--- config.mk ---
export PLATFORM = sky130hd
export DESIGN_NAME = regstat_ckpt
export DESIGN_NICKNAME = d
export VERILOG_FILES = /design/src/rtl/ooo_pkg.sv /design/src/rtl/regstat_ckpt_bank.sv /design/src/rtl/regstat_ckpt.sv
export SDC_FILE = /design/constraint.sdc
export NUM_CORES = 1
export LEC_CHECK = 0
export CAP_MARGIN = 20
export CORE_AREA = 2 2 155 157
export CTS_BUF_LIST = sky130_fd_sc_hd__clkbuf_16
export CTS_CLUSTER_SIZE = 12
export DETAILED_ROUTE_END_ITERATION = 6
export DIE_AREA = 0 0 157 159
export SYNTH_ARGS = -nofsm -noshare
export SYNTH_HDL_FRONTEND = slang
export SYNTH_SLANG_ARGS = --single-unit
--- constraint.sdc ---
create_clock -name clk -period 4.05 [get_ports clk]
set_clock_uncertainty 0.05 [all_clocks]
set_input_delay 1.0125 -clock clk [delete_from_list [all_inputs] [get_ports clk]]
set_output_delay 1.0125 -clock clk [all_outputs]
set_load 0.01 [all_outputs]
--- src/rtl/ooo_pkg.sv ---
// Shared out-of-order core definitions: default table sizes and the register-status entry.
package ooo_pkg;

    localparam int DEF_NUM_REGS  = 32;
    localparam int DEF_ROB_DEPTH = 16;
    localparam int DEF_NUM_CKPT  = 4;

    localparam int REG_IDX_W  = $clog2(DEF_NUM_REGS);
    localparam int ROB_IDX_W  = $clog2(DEF_ROB_DEPTH);
    localparam int CKPT_IDX_W = $clog2(DEF_NUM_CKPT);

    // Entries are stored flattened as {busy, rob}; this struct names that layout.
    typedef struct packed {
        logic                 busy;
        logic [ROB_IDX_W-1:0] rob;
    } reg_stat_t;

endpackage

--- src/rtl/regstat_ckpt_bank.sv ---
// Branch checkpoint slots for the register status table.
// Committing instructions are scrubbed from every slot so a restored image never resurrects them.
module regstat_ckpt_bank
    import ooo_pkg::*;
#(
    parameter int NUM_REGS  = DEF_NUM_REGS,
    parameter int ROB_DEPTH = DEF_ROB_DEPTH,
    parameter int NUM_CKPT  = DEF_NUM_CKPT
) (
    input  logic                                            i_clk,
    input  logic                                            i_reset_n,
    input  logic                                            i_flush,
    input  logic                                            i_commit_valid,
    input  logic [$clog2(NUM_REGS)-1:0]                     i_commit_dest,
    input  logic [$clog2(ROB_DEPTH)-1:0]                    i_commit_rob,
    input  logic                                            i_save,
    input  logic [$clog2(NUM_CKPT)-1:0]                     i_save_id,
    input  logic [NUM_REGS-1:0][$clog2(ROB_DEPTH):0]        i_save_image,
    input  logic [$clog2(NUM_CKPT)-1:0]                     i_restore_id,
    output logic [NUM_REGS-1:0][$clog2(ROB_DEPTH):0]        o_restore_image
);

    localparam int REG_W  = $clog2(NUM_REGS);
    localparam int ROB_W  = $clog2(ROB_DEPTH);
    localparam int CKPT_W = $clog2(NUM_CKPT);
    localparam int ENT_W  = ROB_W + 1;

    logic [NUM_CKPT-1:0][NUM_REGS-1:0][ENT_W-1:0] r_slot;
    logic [NUM_CKPT-1:0][NUM_REGS-1:0][ENT_W-1:0] w_cleared;
    logic [NUM_CKPT-1:0][NUM_REGS-1:0][ENT_W-1:0] w_slot_next;

    // Register 0 is never busy in any image, so the scrub starts at 1.
    always_comb begin
        w_cleared = r_slot;
        for (int s = 0; s < NUM_CKPT; s++) begin
            for (int r = 1; r < NUM_REGS; r++) begin
                if (i_commit_valid && i_commit_dest == REG_W'(r) &&
                    r_slot[s][r][ROB_W-1:0] == i_commit_rob) begin
                    w_cleared[s][r] = '0;
                end
            end
        end
    end

    assign o_restore_image = w_cleared[i_restore_id];

    always_comb begin
        w_slot_next = w_cleared;
        for (int s = 0; s < NUM_CKPT; s++) begin
            if (i_save && i_save_id == CKPT_W'(s)) begin
                w_slot_next[s] = i_save_image;
            end
        end
    end

    always_ff @(posedge i_clk or negedge i_reset_n) begin
        if (!i_reset_n) begin
            r_slot <= '0;
        end else if (i_flush) begin
            r_slot <= '0;
        end else begin
            r_slot <= w_slot_next;
        end
    end

endmodule

--- src/rtl/regstat_ckpt.sv ---
// Register status table (producer ROB tag per architectural register) for an OoO core.
// Define REGSTAT_CKPT_EN to add branch checkpoint save/restore; otherwise recovery is flush-only.
module regstat_ckpt
    import ooo_pkg::*;
#(
    parameter int NUM_REGS  = DEF_NUM_REGS,
    parameter int ROB_DEPTH = DEF_ROB_DEPTH,
    parameter int NUM_CKPT  = DEF_NUM_CKPT
) (
    input  logic                             clk,
    input  logic                             reset_n,
    input  logic                             flush,
    input  logic                             issue_valid,
    input  logic [$clog2(NUM_REGS)-1:0]      issue_dest,
    input  logic [$clog2(ROB_DEPTH)-1:0]     issue_rob,
    input  logic                             commit_valid,
    input  logic [$clog2(NUM_REGS)-1:0]      commit_dest,
    input  logic [$clog2(ROB_DEPTH)-1:0]     commit_rob,
    input  logic [$clog2(NUM_REGS)-1:0]      rs1,
    input  logic [$clog2(NUM_REGS)-1:0]      rs2,
`ifdef REGSTAT_CKPT_EN
    input  logic                             ckpt_save,
    input  logic [$clog2(NUM_CKPT)-1:0]      ckpt_save_id,
    input  logic                             ckpt_restore,
    input  logic [$clog2(NUM_CKPT)-1:0]      ckpt_restore_id,
`endif
    output logic [$clog2(ROB_DEPTH)-1:0]     q_j,
    output logic [$clog2(ROB_DEPTH)-1:0]     q_k,
    output logic                             busy_j,
    output logic                             busy_k
);

    localparam int REG_W = $clog2(NUM_REGS);
    localparam int ROB_W = $clog2(ROB_DEPTH);
    localparam int ENT_W = ROB_W + 1;

    logic [NUM_REGS-1:0][ENT_W-1:0] r_table;
    logic [NUM_REGS-1:0][ENT_W-1:0] w_updated;
    logic [NUM_REGS-1:0][ENT_W-1:0] w_next;

    // A commit only frees the register if no younger instruction has since renamed it.
    always_comb begin
        w_updated = r_table;
        for (int r = 1; r < NUM_REGS; r++) begin
            if (commit_valid && commit_dest == REG_W'(r) &&
                r_table[r][ROB_W-1:0] == commit_rob) begin
                w_updated[r] = '0;
            end
            if (issue_valid && issue_dest == REG_W'(r)) begin
                w_updated[r] = {1'b1, issue_rob};
            end
        end
    end

    always_comb begin
        busy_j = r_table[rs1][ROB_W];
        q_j    = r_table[rs1][ROB_W-1:0];
        busy_k = r_table[rs2][ROB_W];
        q_k    = r_table[rs2][ROB_W-1:0];
        if (commit_valid && commit_dest == rs1 && q_j == commit_rob) begin
            busy_j = 1'b0;
        end
        if (commit_valid && commit_dest == rs2 && q_k == commit_rob) begin
            busy_k = 1'b0;
        end
    end

`ifdef REGSTAT_CKPT_EN
    logic [NUM_REGS-1:0][ENT_W-1:0] w_restored;

    regstat_ckpt_bank #(
        .NUM_REGS  (NUM_REGS),
        .ROB_DEPTH (ROB_DEPTH),
        .NUM_CKPT  (NUM_CKPT)
    ) u_bank (
        .i_clk           (clk),
        .i_reset_n       (reset_n),
        .i_flush         (flush),
        .i_commit_valid  (commit_valid),
        .i_commit_dest   (commit_dest),
        .i_commit_rob    (commit_rob),
        .i_save          (ckpt_save),
        .i_save_id       (ckpt_save_id),
        .i_save_image    (w_next),
        .i_restore_id    (ckpt_restore_id),
        .o_restore_image (w_restored)
    );

    // A restore discards this cycle's issue; saving w_next captures the restored image.
    assign w_next = ckpt_restore ? w_restored : w_updated;
`else
    assign w_next = w_updated;
`endif

    always_ff @(posedge clk or negedge reset_n) begin
        if (!reset_n) begin
            r_table <= '0;
        end else if (flush) begin
            r_table <= '0;
        end else begin
            r_table <= w_next;
        end
    end

endmodule

Word level (Yosys, flattened, before mapping)
Cells that the tools add are included.
- bits of input ports: 33
- logic and storage cells: 327
- output and inout port bits: 10
- bits in registers: 155
- equal/unequal tests: 97
- reduce and logical (&&, ||, !) cells: 128
- mux-type cells: 69
- magnitude comparators: 2
- operators by type and width (cell ; count):
    $mux W5 ; 64
    $eq A5 B5 Y1 const B ; 32
    $mux W160 ; 1
    $eq A4 B4 Y1 ; 33
    $logic_and A1 B1 Y1 ; 97
    $reduce_bool A3 Y1 ; 31
    $eq A5 B4 Y1 const B ; 16
    $bmux W5 S5 ; 2
    $eq A5 B3 Y1 const B ; 8
    $eq A5 B2 Y1 const B ; 4
    $lt A5 B6 Y1 const B ; 2
    $eq A5 B1 Y1 const B ; 2
    $eq A5 B5 Y1 ; 2
    $mux W1 ; 2

Logic depth before layout (Yosys ltp)
Gate-level depths: netlist of the first run.
- depth in word-level cells: 6
- depth in mapped cells: 10
- gate-level depth less buffers: 7

Worst setup path after synthesis of the first run
OpenSTA, ideal clock, no wires.
- path kind: in2out
- start point: input port rs1[0]
- end point: output port busy_j
- slack: 202 ps
- data required time: 2988 ps
- stages: 8
- path buffers: 2
- data arrival time: 2785 ps
- path through: buf_6 > buf_12 > mux4_2 > mux2i_1 > nor2_1 > or3_1 > xnor2_1 > a41oi_1
- longest elaborated chain between the ends: 5
- elaborated cells between the ends (all ways): 7
- classes of those cells: eq/ne (2); mux (3); reduce/logical (2)
- ends and longest elaborated chain (what ; line ; RTL):
    start: declaration ; regstat_ckpt.sv:19 ; input logic [$clog2(NUM_REGS)-1:0] rs1,
    $bmux W5 S5 ; regstat_ckpt.sv:57 ; q_j = r_table[rs1][ROB_W-1:0];
    $mux W5 (implied by the code) ; regstat_ckpt.sv:57 ;
    via q_j[2] ; regstat_ckpt.sv:27 ; output logic [$clog2(ROB_DEPTH)-1:0] q_j,
    $eq A4 B4 Y1 ; regstat_ckpt.sv:60 ; if (commit_valid && commit_dest == rs1 && q_j == commit_rob) begin
    $logic_and A1 B1 Y1 ; regstat_ckpt.sv:60 ;
    $mux W1 ; regstat_ckpt.sv:60 ;
    end: declaration ; regstat_ckpt.sv:29 ; output logic busy_j,
The timed path passes the listed nets, and every way through them passes these cells. The select of a mux whose other input is x is not followed.

Worst setup path in the final report of the first run
- start point: input port rs1[1]
- end point: output port busy_j
- longest elaborated chain between the ends: 5
- elaborated cells between the ends (all ways): 7
- classes of those cells: eq/ne (2); mux (3); reduce/logical (2)
- ends and longest elaborated chain (what ; line):
    $bmux W5 S5 ; regstat_ckpt.sv:56, regstat_ckpt.sv:57
    $mux W5 (implied by the code) ; regstat_ckpt.sv:57
    $eq A4 B4 Y1 ; regstat_ckpt.sv:60
    $logic_and A1 B1 Y1 ; regstat_ckpt.sv:60
    $mux W1 * ; regstat_ckpt.sv:60
Every way passes the cells marked *; elsewhere a longest branch is shown, timed or not. The select of a mux whose other input is x is not followed.

==> results of run 1 <==
report_power, final:
part | switching (uW) | leakage (uW) | internal (uW) | total [uW]
combinational | 411 | 0.00373 | 314 | 726
sequential | 17.8 | 0.00216 | 1560 | 1580
clock | 734 | 0.000270 | 857 | 1590
layout by cell type, fill, tap and decap left out, types with 11 or more instances in the layout:
cell / netlist / final
sky130_fd_sc_hd__mux4_2: 61 / 61
sky130_fd_sc_hd__a21o_1: 28 / 28
sky130_fd_sc_hd__nor3_1: 11 / 11
sky130_fd_sc_hd__buf_12: 1 / 13
sky130_fd_sc_hd__nor2_1: 59 / 56
sky130_fd_sc_hd__buf_4: 7 / 135
sky130_fd_sc_hd__dfrtp_1: 155 / 155
sky130_fd_sc_hd__mux2i_1: 36 / 30
sky130_fd_sc_hd__a21oi_1: 15 / 13
sky130_fd_sc_hd__nand2_1: 28 / 27
sky130_fd_sc_hd__xor2_1: 97 / 97
sky130_fd_sc_hd__nor2b_1: 15 / 14
sky130_fd_sc_hd__clkdlybuf4s50_1: 0 / 16
sky130_fd_sc_hd__xnor2_1: 54 / 53
sky130_fd_sc_hd__nand2b_1: 14 / 11
sky130_fd_sc_hd__a22o_1: 125 / 125
sky130_fd_sc_hd__a31oi_1: 25 / 24
sky130_fd_sc_hd__nor4_1: 26 / 25
sky130_fd_sc_hd__clkbuf_16: 0 / 20
through the flow:
| step | cell area, um^2 | setup WS [ns] | std cells |
|---|---|---|---|
| after floorplan | 10610 | 0.2020 | 963 |
| after detailed placement | 12130 | -0.6798 | 1384 |
| final | 13390 | -0.05360 | 1440 |
| after global routing | 13390 | -0.08375 | 1440 |
| after CTS | 13040 | -0.05362 | 1427 |
| after global placement | 12130 | -0.6433 | 1384 |
repair_timing:
| item | in CTS | in global routing |
|---|---|---|
| resized for setup | 70 | 55 |
| pin swaps | 15 | 19 |
| endpoints found under the setup margin | 10 | 7 |
| setup buffers | 10 | 12 |
| cloned | 3 | 3 |
critical path, stage by stage:
cell and delay, ns:
sky130_fd_sc_hd__buf_12 0.11, sky130_fd_sc_hd__buf_12 0.13, sky130_fd_sc_hd__buf_4 0.13, sky130_fd_sc_hd__mux4_2 0.50
sky130_fd_sc_hd__a211oi_2 0.23, sky130_fd_sc_hd__a21oi_2 0.08, sky130_fd_sc_hd__xnor2_1 0.14, sky130_fd_sc_hd__a32o_2 0.29
sky130_fd_sc_hd__a41oi_2 0.24, sky130_fd_sc_hd__buf_2 0.18
cells by family after synthesis:
logic type / count (synthesis) / synth area share
AOI/OAI and AO/OA: 280 / 0.2061
and+or+nand+nor: 186 / 0.08865
DFF: 155 / 0.3654
xor gates and xnor gates: 151 / 0.1246
muxes: 108 / 0.1751
buffers and inverters: 83 / 0.04020
worst max path at each step:
stage	depth (start not counted)	end	slack, ns	from
after floorplan	8	busy_j	0.20	rs1[0]
after global routing	10	busy_j	-0.08	rs1[1]
after detailed placement	11	busy_j	-0.68	rs1[3]
after global placement	11	busy_j	-0.64	rs1[3]
final	10	busy_j	-0.05	rs1[1]
after CTS	12	busy_j	-0.05	rs1[0]
layer usage:
metal  vias to the layer above  part of all wire  GRT usage  wire [um]
met4                         0             0.056     0.1580       2198
li1                       3993                 -          -          -
met3                       122             0.076    0.05553       3010
met1                      4722              0.41     0.4406      16210
met2                       507              0.46     0.4884      18050
met5                         -                 0          0          0
cell type report:
cell class	instances	share of cell area
clock inverters	14	0.01028
well taps	319	0.02980
inverters	7	0.001962
flip-flops and latches	155	0.2896
repair buffers	203	0.1427
clock buffers	17	0.03177
multi-input cells	725	0.4939
==> metrics.log, run 1 <==
[metrics] result of the run: finished with violations
[metrics] failing checks: setup timing
[metrics] final-report max-slew violation count: 0
[metrics] diodes inserted: 0
[metrics] Critical Path Fanout Max: 6
[metrics] number of global-route vias before repair: about 9300
[metrics] register bit count reported by yosys: about 160
[metrics] Die ar.: 0.02496 mm^2
[metrics] transition at the pin with the smallest max-transition slack: just over 0.7 ns
[metrics] library cell with the highest instance count after synthesis: sky130_fd_sc_hd__dfrtp_1
[metrics] register ranked first by flip-flop count: r_table
[metrics] total global routing track utilization: 0.3202
[metrics] post-synthesis average cell area: ~11 um^2
[metrics] root buffer selected by CTS: sky130_fd_sc_hd__clkbuf_16
[metrics] Fillers: 1951
[metrics] vias per cell: between 6 and 7
[metrics] highest ir drop seen on vdd: ~0.23 mV
[metrics] Ys Warns: 0
[metrics] Die Ht: between 150 and 200 um
[metrics] Setup TNS Final: -0.05396 ns
[metrics] fraction of the yosys area taken by sequential cells: 0.3654
[metrics] Worst setup EP type: output port
[metrics] TritonCTS clock tree: yes
[metrics] remaining design rule violation count: 0
[metrics] path type of the worst setup path: in -> out
[metrics] number of clock sinks seen by CTS: ~160
[metrics] number of flip-flops in the largest register: about 160
[metrics] area of combinational cells with multiple inputs: about 0.0066 mm^2
[metrics] category of the worst setup path launch point: primary input
[metrics] Pre-antenna DRT Iters: 7
[metrics] remaining number of nets flagged by the antenna check after routing: 0
[metrics] commonest cells in the synthesized netlist: sky130_fd_sc_hd__dfrtp_1, sky130_fd_sc_hd__a22o_1, sky130_fd_sc_hd__xor2_1
[metrics] share of cells above drive strength 1: 0.2935
[metrics] number of antenna violations at the first check in global routing: 0
[metrics] depth of the worst register-to-register path: 5
[metrics] maximum count of clock buffers along a single path: 2
[metrics] cell type contributing the most total cell area after synthesis: sky130_fd_sc_hd__dfrtp_1
[metrics] Initial Utilization: 0.4576
[metrics] maximum number of pins on one net before global-route repair: 90
[metrics] aggregate routed wire length: ~39000 um
[metrics] maximum level of the CTS H-tree: 4
[metrics] sequential standard cell area: between 0.003 and 0.004 mm^2
[metrics] required time reported for the critical path endpoint: 2.99 ns
[metrics] placeable core area: ~0.023 mm^2
[metrics] ys async rst share: 1.000
[metrics] Iteration-0 DRC Markers: about 1000
[metrics] cell types occupying the most area after synthesis: sky130_fd_sc_hd__dfrtp_1, sky130_fd_sc_hd__mux4_2, sky130_fd_sc_hd__a22o_1
[metrics] Setup Viol. Count Final: 2
[metrics] crit path time final: a little over 4 ns
[metrics] number of hold violations in the final report: 0
[metrics] Top Ports: 43
[metrics] Post-synth EDFFs: 0
[metrics] first-pass GRT wire length: just under 60000 um
[metrics] largest registers: r_table: 155 flops
[metrics] highest achievable clock rate: 243.7 MHz
[metrics] beginning of the worst register-to-register path: r_table[120]
[metrics] final core utilization: 0.5774
[metrics] final critical-path setup slack: -0.05360 ns
[metrics] Syn Std Cell Area: approximately 0.011 mm^2
[metrics] reported max-cap violation count: 0
[metrics] Layout Area Growth over Synthesis: 26.17%
[metrics] HPWL Detailed: between 20000 and 30000 um
[metrics] class of the most critical hold timing path: in -> async
[metrics] Max-Slew Margin vs Limit: 0.5287
[metrics] worst setup slack for register-to-register paths: about 2.3 ns
[metrics] CP Data Arrival Time: ~3.0 ns
[metrics] distinct cell type count after synthesis: 63
[metrics] syn_nets: 996
[metrics] vias after detailed routing: roughly 9300
[metrics] number of hold buffers added after cts: 0
[metrics] number of buffers added by the clock tree synthesis step: 17
[metrics] top-area cell type share of the netlist area: 0.3654
[metrics] final cycle utilization of the critical path: 1.013
[metrics] flip-flop cell with the highest count after synthesis: sky130_fd_sc_hd__dfrtp_1
[metrics] layout net count: between 1000 and 1500
[metrics] final routed wire length divided by cell count: roughly 27 um
[metrics] Final Hold Slack: 0.4432 ns
[metrics] Routability Congestion: 0.9797
[metrics] overflow left after global routing: 0
[metrics] worst reg2reg endpoint: r_table[123]
[metrics] instance count of the mapped netlist: around 960
[metrics] unrepaired setup endpoints after global routing: yes
[metrics] Clock Latency Late Sink: roughly 0.44 ns
[metrics] Row Count: 56
[metrics] Worst-path clk slew: roughly 0.07 ns
[metrics] power density over the cells: 290.8 mW/mm^2
[metrics] overall power consumption: 3894 uW
[metrics] standby leakage power: ~0.0062 uW
[metrics] number of input and output port buffers inserted: 42
[metrics] Die Width: between 150 and 200 um
(Power assumes the default switching activity.)
==> inputs of run 2 (changes only) <==
--- a/config.mk
+++ b/config.mk
@@ -5,12 +5,14 @@
 export SDC_FILE = /design/constraint.sdc
 export NUM_CORES = 1
 export LEC_CHECK = 0
+export ABC_CLOCK_PERIOD_IN_PS = 4050
 export CAP_MARGIN = 20
 export CORE_AREA = 2 2 155 157
 export CTS_BUF_LIST = sky130_fd_sc_hd__clkbuf_16
 export CTS_CLUSTER_SIZE = 12
 export DETAILED_ROUTE_END_ITERATION = 6
 export DIE_AREA = 0 0 157 159
+export SLEW_MARGIN = 20
 export SYNTH_ARGS = -nofsm -noshare
 export SYNTH_HDL_FRONTEND = slang
 export SYNTH_SLANG_ARGS = --single-unit
==> results of run 2 <==
The final DEF is identical to that of run 1; final timing and power are the same.
